[src/rtl/ma_dbus_ctrl.sv]
// Memory-access stage data-bus controller: one req/gnt/rvalid transaction per load/store,
// byte-lane steering for stores, alignment and sign/zero extension for loads.
module ma_dbus_ctrl #(
  parameter int unsigned WAIT_LIMIT = 0
) (
  input  logic        s_clk_i,
  input  logic        s_reset_i,
  input  logic        s_valid_i,
  input  logic        s_store_i,
  input  logic [1:0]  s_size_i,
  input  logic        s_unsigned_i,
  input  logic [31:0] s_addr_i,
  input  logic [31:0] s_wdata_i,
  input  logic        s_flush_i,
  output logic        s_stall_o,
  output logic        s_done_o,
  output logic [31:0] s_rdata_o,
  output logic        s_misalign_o,
  output logic        s_buserr_o,
  output logic        s_dbus_req_o,
  output logic        s_dbus_we_o,
  output logic [31:0] s_dbus_addr_o,
  output logic [3:0]  s_dbus_be_o,
  output logic [31:0] s_dbus_wdata_o,
  input  logic        s_dbus_gnt_i,
  input  logic        s_dbus_rvalid_i,
  input  logic [31:0] s_dbus_rdata_i,
  input  logic        s_dbus_err_i
);

  typedef enum logic [1:0] {ST_IDLE, ST_REQ, ST_WAIT, ST_DONE} state_t;

  state_t      r_state;
  logic        r_kill;
  logic        r_orphan;
  logic [1:0]  r_off;
  logic [1:0]  r_size;
  logic        r_uns;
  logic [31:0] r_cnt;
  logic        r_req, r_we, r_done, r_misalign, r_buserr;
  logic [31:0] r_addr, r_wdata, r_rdata;
  logic [3:0]  r_be;

  logic        w_misalign;
  logic [3:0]  w_be;
  logic [31:0] w_wdata;
  logic [31:0] w_shift;
  logic [31:0] w_load;
  logic        w_timeout;
  logic        w_kill;

  assign w_misalign = (s_size_i == 2'd3) ||
                      ((s_size_i == 2'd1) && s_addr_i[0]) ||
                      ((s_size_i == 2'd2) && (s_addr_i[1:0] != 2'b00));
  assign w_shift    = s_dbus_rdata_i >> {r_off, 3'b000};
  assign w_timeout  = (WAIT_LIMIT != 0) && (r_cnt == WAIT_LIMIT - 1);
  assign w_kill     = r_kill | s_flush_i;

  always_comb begin
    w_be    = 4'b1111;
    w_wdata = s_wdata_i;
    case (s_size_i)
      2'd0: begin
        w_be    = 4'b0001 << s_addr_i[1:0];
        w_wdata = {4{s_wdata_i[7:0]}};
      end
      2'd1: begin
        w_be    = 4'b0011 << s_addr_i[1:0];
        w_wdata = {2{s_wdata_i[15:0]}};
      end
      default: ;
    endcase
  end

  always_comb begin
    w_load = w_shift;
    case (r_size)
      2'd0:    w_load = {{24{~r_uns & w_shift[7]}}, w_shift[7:0]};
      2'd1:    w_load = {{16{~r_uns & w_shift[15]}}, w_shift[15:0]};
      default: ;
    endcase
  end

  always_ff @(posedge s_clk_i) begin
    if (s_reset_i) begin
      // Remember an abandoned bus cycle so its late response is tolerated once.
      r_orphan   <= r_orphan | (r_state == ST_REQ) | (r_state == ST_WAIT);
      r_state    <= ST_IDLE;
      r_kill     <= 1'b0;
      r_off      <= '0;
      r_size     <= '0;
      r_uns      <= 1'b0;
      r_cnt      <= '0;
      r_req      <= 1'b0;
      r_we       <= 1'b0;
      r_addr     <= '0;
      r_be       <= '0;
      r_wdata    <= '0;
      r_done     <= 1'b0;
      r_rdata    <= '0;
      r_misalign <= 1'b0;
      r_buserr   <= 1'b0;
    end else begin
      r_done     <= 1'b0;
      r_rdata    <= '0;
      r_misalign <= 1'b0;
      r_buserr   <= 1'b0;
      case (r_state)
        ST_IDLE: begin
          if (s_dbus_rvalid_i) r_orphan <= 1'b0;
          if (s_valid_i && !s_flush_i) begin
            r_orphan <= 1'b0;
            r_off    <= s_addr_i[1:0];
            r_size   <= s_size_i;
            r_uns    <= s_unsigned_i;
            r_we     <= s_store_i;
            r_be     <= w_be;
            r_wdata  <= w_wdata;
            r_addr   <= {s_addr_i[31:2], 2'b00};
            if (w_misalign) begin
              r_state    <= ST_DONE;
              r_done     <= 1'b1;
              r_misalign <= 1'b1;
            end else begin
              r_state <= ST_REQ;
              r_req   <= 1'b1;
              r_cnt   <= '0;
            end
          end
        end
        ST_REQ: begin
          if (s_flush_i) r_kill <= 1'b1;
          if (s_dbus_gnt_i) begin
            r_state <= ST_WAIT;
            r_req   <= 1'b0;
            r_cnt   <= '0;
          end else if (w_timeout) begin
            r_req  <= 1'b0;
            r_kill <= 1'b0;
            if (w_kill) begin
              r_state <= ST_IDLE;
            end else begin
              r_state  <= ST_DONE;
              r_done   <= 1'b1;
              r_buserr <= 1'b1;
            end
          end else begin
            r_cnt <= r_cnt + 32'd1;
          end
        end
        ST_WAIT: begin
          if (s_flush_i) r_kill <= 1'b1;
          if (s_dbus_rvalid_i || w_timeout) begin
            r_kill <= 1'b0;
            if (w_kill) begin
              r_state <= ST_IDLE;
            end else begin
              r_state  <= ST_DONE;
              r_done   <= 1'b1;
              r_buserr <= !s_dbus_rvalid_i || s_dbus_err_i;
              r_rdata  <= (!s_dbus_rvalid_i || s_dbus_err_i || r_we) ? '0 : w_load;
            end
          end else begin
            r_cnt <= r_cnt + 32'd1;
          end
        end
        default: r_state <= ST_IDLE;
      endcase
    end
  end

  a_rvalid_only_in_wait: assert property (@(posedge s_clk_i) disable iff (s_reset_i)
    s_dbus_rvalid_i |-> ((r_state == ST_WAIT) || r_orphan));

  assign s_stall_o      = ((r_state == ST_IDLE) && s_valid_i && !s_flush_i) ||
                          (r_state == ST_REQ) || (r_state == ST_WAIT);
  assign s_done_o       = r_done;
  assign s_rdata_o      = r_rdata;
  assign s_misalign_o   = r_misalign;
  assign s_buserr_o     = r_buserr;
  assign s_dbus_req_o   = r_req;
  assign s_dbus_we_o    = r_we;
  assign s_dbus_addr_o  = r_addr;
  assign s_dbus_be_o    = r_be;
  assign s_dbus_wdata_o = r_wdata;

endmodule

[config.mk]
export PLATFORM = sky130hd
export DESIGN_NAME = ma_dbus_ctrl
export DESIGN_NICKNAME = d
export VERILOG_FILES = /design/src/rtl/ma_dbus_ctrl.sv
export SDC_FILE = /design/constraint.sdc
export NUM_CORES = 1
export LEC_CHECK = 0
export ABC_CLOCK_PERIOD_IN_PS = 3250
export BUFFER_PORTS_ARGS = -buffer_cell sky130_fd_sc_hd__buf_2
export CAP_MARGIN = 40
export CORE_ASPECT_RATIO = 0.7
export CORE_MARGIN = 10
export CORE_UTILIZATION = 50
export CTS_CLUSTER_SIZE = 24
export DETAILED_ROUTE_END_ITERATION = 10
export PLACE_DENSITY = 0.85
export RECOVER_POWER = 100
export SLEW_MARGIN = 5
export SYNTH_ARGS = -nofsm -noshare
export SYNTH_HDL_FRONTEND = slang
export SYNTH_SLANG_ARGS = --single-unit
[constraint.sdc]
create_clock -name s_clk_i -period 3.25 [get_ports s_clk_i]
set_input_delay 0.65 -clock s_clk_i [delete_from_list [all_inputs] [get_ports s_clk_i]]
set_output_delay 0.65 -clock s_clk_i [all_outputs]
set_load 0.1 [all_outputs]
After elaboration in Yosys (flattened, before gate mapping)
Index checks and enable logic that the tools add are counted.

cells by class
  divide/modulo/power cells = 0
  bitwise operators = 7
  multipliers = 0
  multiplexer cells = 21
  $lt $le $gt $ge = 0
  add/subtract/negate cells = 0
  eq/ne operators = 10
  reductions and logical operators = 25
  shifts and indexed selects = 3

operators by type and width
  operator             count
  $pmux 32 s2          2
  $shr 32x5->32        1
  $mux 2               5
  $mux 1               9
  $ne 2x2->1 const B   4
  $pmux 4 s2           1
  $eq 2x1->1 const B   3
  $eq 2x2->1 const B   3
  $logic_not 2->1      3
  $logic_or 1x1->1     6
  $pmux 1 s2           3
  $pmux 2 s3           1
  $reduce_bool 2->1    3
  $logic_and 1x1->1    5
  $reduce_or 5->1      1
  $not 1->1            4
  $reduce_and 4->1     1
  $reduce_or 4->1      1
  $shl 1x2->4 const A  1
  $shl 2x2->4 const A  1
  $reduce_and 3->1     1
  $and 1x1->1          2
  $logic_not 1->1      2
  $reduce_and 2->1     1
  2 further kinds      2

storage, ports and cells
  bits of input ports = 107
  output and inout bits = 106
  memories = 0
  flip-flop bits (word level) = 111
  memory bits (writable) = 0
  latch bits = 0
  ROM bits = 0
  logic and storage cells = 80

Longest topological paths before layout
  depth after elaboration = 7
  gate-level depth with buffers = 8
  gate-level depth less buffers = 6

Worst setup path after synthesis
No wires, ideal clock.

  path type = input port to output port
  from = in s_flush_i
  to = out s_stall_o
  stages on the path = 3
  buffers on the path = 1
  arrival = 1.804 ns
  setup slack = 0.796 ns
  data required time = 2.600 ns
  path through = and3b_1 > clkbuf_1 > or3_1

between the ends
  longest elaborated chain between the ends = 4

ends and longest elaborated chain
  element            RTL line  source
  start, declared    14        input logic s_flush_i,
  $logic_not 1->1    175       assign s_stall_o = ((r_state == ST_IDLE) && s_valid_i && !s_flush_i) ||
  $logic_and 1x1->1  175
  $logic_or 1x1->1   175
  $logic_or 1x1->1   176       (r_state == ST_REQ) || (r_state == ST_WAIT);
  end, declared      15        output logic s_stall_o,

No other way between the ends.

Worst setup path in the final report
  from = reg r_state[0]
  to = reg r_rdata[21] (netlist: s_rdata_o[21])

between the ends
  longest elaborated chain between the ends = 3

ends and longest elaborated chain
  element                           RTL line  source
  start, declared                   33        state_t r_state;
  start signal, assigned            88        r_state <= ST_IDLE;
  start signal, assigned            121       r_state <= ST_DONE;
  start signal, assigned            125       r_state <= ST_REQ;
  $eq 2x2->1                        108       case (r_state)
  $not 1->1 (no source line)        --
  $reduce_or 5->1 (no source line)  --
  end signal, assigned              161       r_rdata <= (!s_dbus_rvalid_i || s_dbus_err_i || r_we) ? '0 : w_load;
  end, declared                     41        logic [31:0] r_addr, r_wdata, r_rdata;

No other way between the ends.
A chain may end at the register's enable or synchronous reset.

==> flow_summary_export.csv <==
group,metric,value,unit
grt,grtUsageTotal,0.205,
timing,finalHoldViolCount,0,
setup_path,worstPathCellList,"inv_1 > ha_1 > nand4bb_1 > or2_0 > clkbuf_1 > a211o_1 > o21ai_0",
cells_and_area,fin_nets,849,
logic_synthesis,synthArstFlopShare,0,
run_status,violations,"max-capacitance violations, max-slew violations",
route,drtPass1Iterations,4,
cells_and_area,fin_util,0.651,
logic_synthesis,synth.top_cells.by_count,"nand2_1 (133), dfxtp_1 (111), a21oi_1 (64)",
setup_path,cpMaxStageDelayCell,"clkbuf_1",
floorplan,die_y,101,µm
setup_path,slowest_delay,0.61,ns
logic_synthesis,yosys_warnings,0,
logic_synthesis,ys_ff_latch,111,
grt,antenna_found_initial,0,
logic_synthesis,synthCells,558,
setup_path,worstPathArrival,2.81,ns
placed_design,hpwl,11.4,mm
clock_network,worstSkewPairLatency,0.33,ns
logic_synthesis,synth_edf_count,0,
setup_path,crit_family,"compound AO/OA/AOI/OAI gates",
grt,grt_pass1_wl,22.7,mm
cells_and_area,antenna-diode-count,0,
placed_design,place.port_buffers,210,
placed_design,dp_slack,0.997,ns
floorplan,rows,29,
clock_network,cts.path.max_buffers,2,
route,detail-route-antenna-nets,0,
logic_synthesis,ys_types,44,
timing,relSlewSlack,-0.0544,
timing,hold_ws,0.456,ns
setup_path,required,3.42,ns
clock_network,clk_pin_slew,0.07,ns
clock_network,clock-sinks,111,
power_and_ir_drop,ir_drop,0.482,mV
setup_path,rr_worst_depth,7,
clock_network,htree_levels,3,
clock_network,root_buffer,"clkbuf_16",
clock_network,cts_buffers,9,
route,wire_per_inst,16.9,µm
grt,grt_max_degree,91,
logic_synthesis,yosysTopAreaCell,"dfxtp_1",
setup_path,start_kind,"flip-flop",
timing,rsz0062_at_grt,"false",
clock_network,cts_setup_buffers,0,
route,drt_iter0_drc,290,
clock_network,cts_tree,"built",
route,via_per_inst,5.26,
setup_path,worstPathMaxFanout,17,
logic_synthesis,synth_top_area_frac,0.478,
timing,finalSetupTns,0,ns
logic_synthesis,synth_ff_type,"dfxtp_1",
cells_and_area,stdcell_count,867,
setup_path,crit_cells,7,
min_path,hold_class,"flip-flop to flip-flop",
cells_and_area,layout-drive-gt1-share,0.190,
timing,finalSetupViolCount,0,
floorplan,fp.dieArea,0.0136,mm²
timing,tightest_slew,1.58,ns
timing,finalCritPeriodShare,0.812,
clock_network,hold_buffers,0,
logic_synthesis,syn_area,0.00465,mm²
logic_synthesis,seq_area_frac_synth,0.478,
power_and_ir_drop,power.density,794,mW/mm²
placed_design,dp.cells,851,
cells_and_area,n_fill_cell,814,
timing,slew_viol_final,80,
logic_synthesis,avgSynthCellArea,8.33,µm²
cells_and_area,areaGrowthSynthToFinish,27.0,%
placed_design,gp_congestion,0.907,
route,route.detailed.drc,0,
logic_synthesis,yosysMostFrequentCell,"nand2_1",
timing,final.min_clock_period,2.64,ns
floorplan,die_w,135,µm
floorplan,start_util,0.512,
grt,first_global_vias,4517,
job,drv_cap,1,
grt,overflow,0,
min_path,hold_depth,2,
timing,clock.fmax,0.379,GHz
floorplan,io_pins,213,
route,vias,4562,
setup_path,cp-end-kind,"flip-flop",
timing,finalClockSkew,0.00799,ns
logic_synthesis,synth_area_leaders,"dfxtp_1 (48%), nand2_1 (11%), mux2i_1 (7.3%)",
timing,setup_slack,0.610,ns
clock_network,cts_resized,0,
setup_path,path_buf_inv,2,
setup_path,crit_type,"flip-flop to flip-flop",
route,drt_wl_total,14.6,mm
floorplan,fp.coreArea,0.00907,mm²
power_and_ir_drop,cellLeakagePower,2.34,nW
run_status,status,"finished, violations left",
==> sequential cells by signal (all words and copies together) (netlist names) <==
name            count
s_dbus_wdata_o     32
s_dbus_be_o         4
s_misalign_o        1
s_dbus_we_o         1
s_dbus_req_o        1
s_rdata_o          32
r_kill              1
r_state             2
r_uns               1
s_dbus_addr_o      30
s_done_o            1
r_off               2
s_buserr_o          1
r_size              2
==> logic make-up after synthesis <==
kind of cell,synth area share
AOI/OAI and AO/OA,0.183
adders and majority gates,0.0108
buffers and inverters,0.0482
DFF,0.478
muxes,0.0805
other,0.000807
and+or+nand+nor,0.199
==> through the flow <==
| step | total power [mW] | instance area (µm²) |
|---|---|---|
| 6_report | 4.69 | 5900 |
| 3_5_place_dp | 3.45 | 5690 |
| 2_1_floorplan | 3.11 | 4650 |
| 4_1_cts | 4.75 | 6050 |
| 5_1_grt | 4.90 | 5900 |
| 3_3_place_gp | 3.41 | 5690 |
==> final timing paths <==
kind	startpoint	end	slack, ns
min	s_dbus_addr_o[22]	s_dbus_addr_o[22]	0.46
max	r_state[0]	s_rdata_o[21]	0.61
min reg2reg	s_dbus_addr_o[22]	s_dbus_addr_o[22]	0.46
max reg2reg	r_state[0]	s_rdata_o[21]	0.61
==> area by class of cell <==
cell class | count | area, µm² | area share
Sequential cell | 111 | 2220 | 0.377
Multi-Input combinational cell | 396 | 2190 | 0.371
Timing Repair Buffer | 215 | 952 | 0.161
Clock buffer | 10 | 229 | 0.0388
Tap cell | 124 | 155 | 0.0263
Clock inverter | 6 | 133 | 0.0225
Inverter | 5 | 18.8 | 0.00318
==> per-layer routing <==
layer | global-route usage | vias up | wire length (µm)
met1 | 0.236 | 2116 | 5880
met3 | 0.0817 | 18 | 1350
li1 | - | 2246 | -
met4 | 0.0404 | 0 | 247
met2 | 0.353 | 182 | 7150
met5 | 0 | - | 0
==> report_power, final <==
group | total (mW) | switching (mW) | internal, mW
Sequential | 1.61 | 0.101 | 1.50
Combinational | 1.78 | 1.44 | 0.344
Clock | 1.30 | 0.469 | 0.830
==> tightest hold or removal path: stages, from the launching register on <==
cell	delay [ns]
dfxtp_1	0.31
nand2_1	0.05
a21oi_1	0.05
==> cells in the final DEF (no fill, tap or decap), drive strengths merged, types with 2 or more instances in the layout <==
cell	synthesis	layout
a211oi	22	22
and2	7	7
nor2b	9	9
or2	2	2
o31ai	2	2
o22ai	2	2
a311oi	9	9
buf	15	108
conb	1	2
bufinv	0	4
dfxtp	111	111
a21oi	64	64
nand2b	3	3
mux2i	34	34
nor2	35	35
or3	4	4
a21o	2	2
nand2	141	141
clkbuf	32	117
ha	4	4
inv	5	5
o21ai	34	34
nor3	6	6
Note: power is estimated with default switching activity, not from simulation.
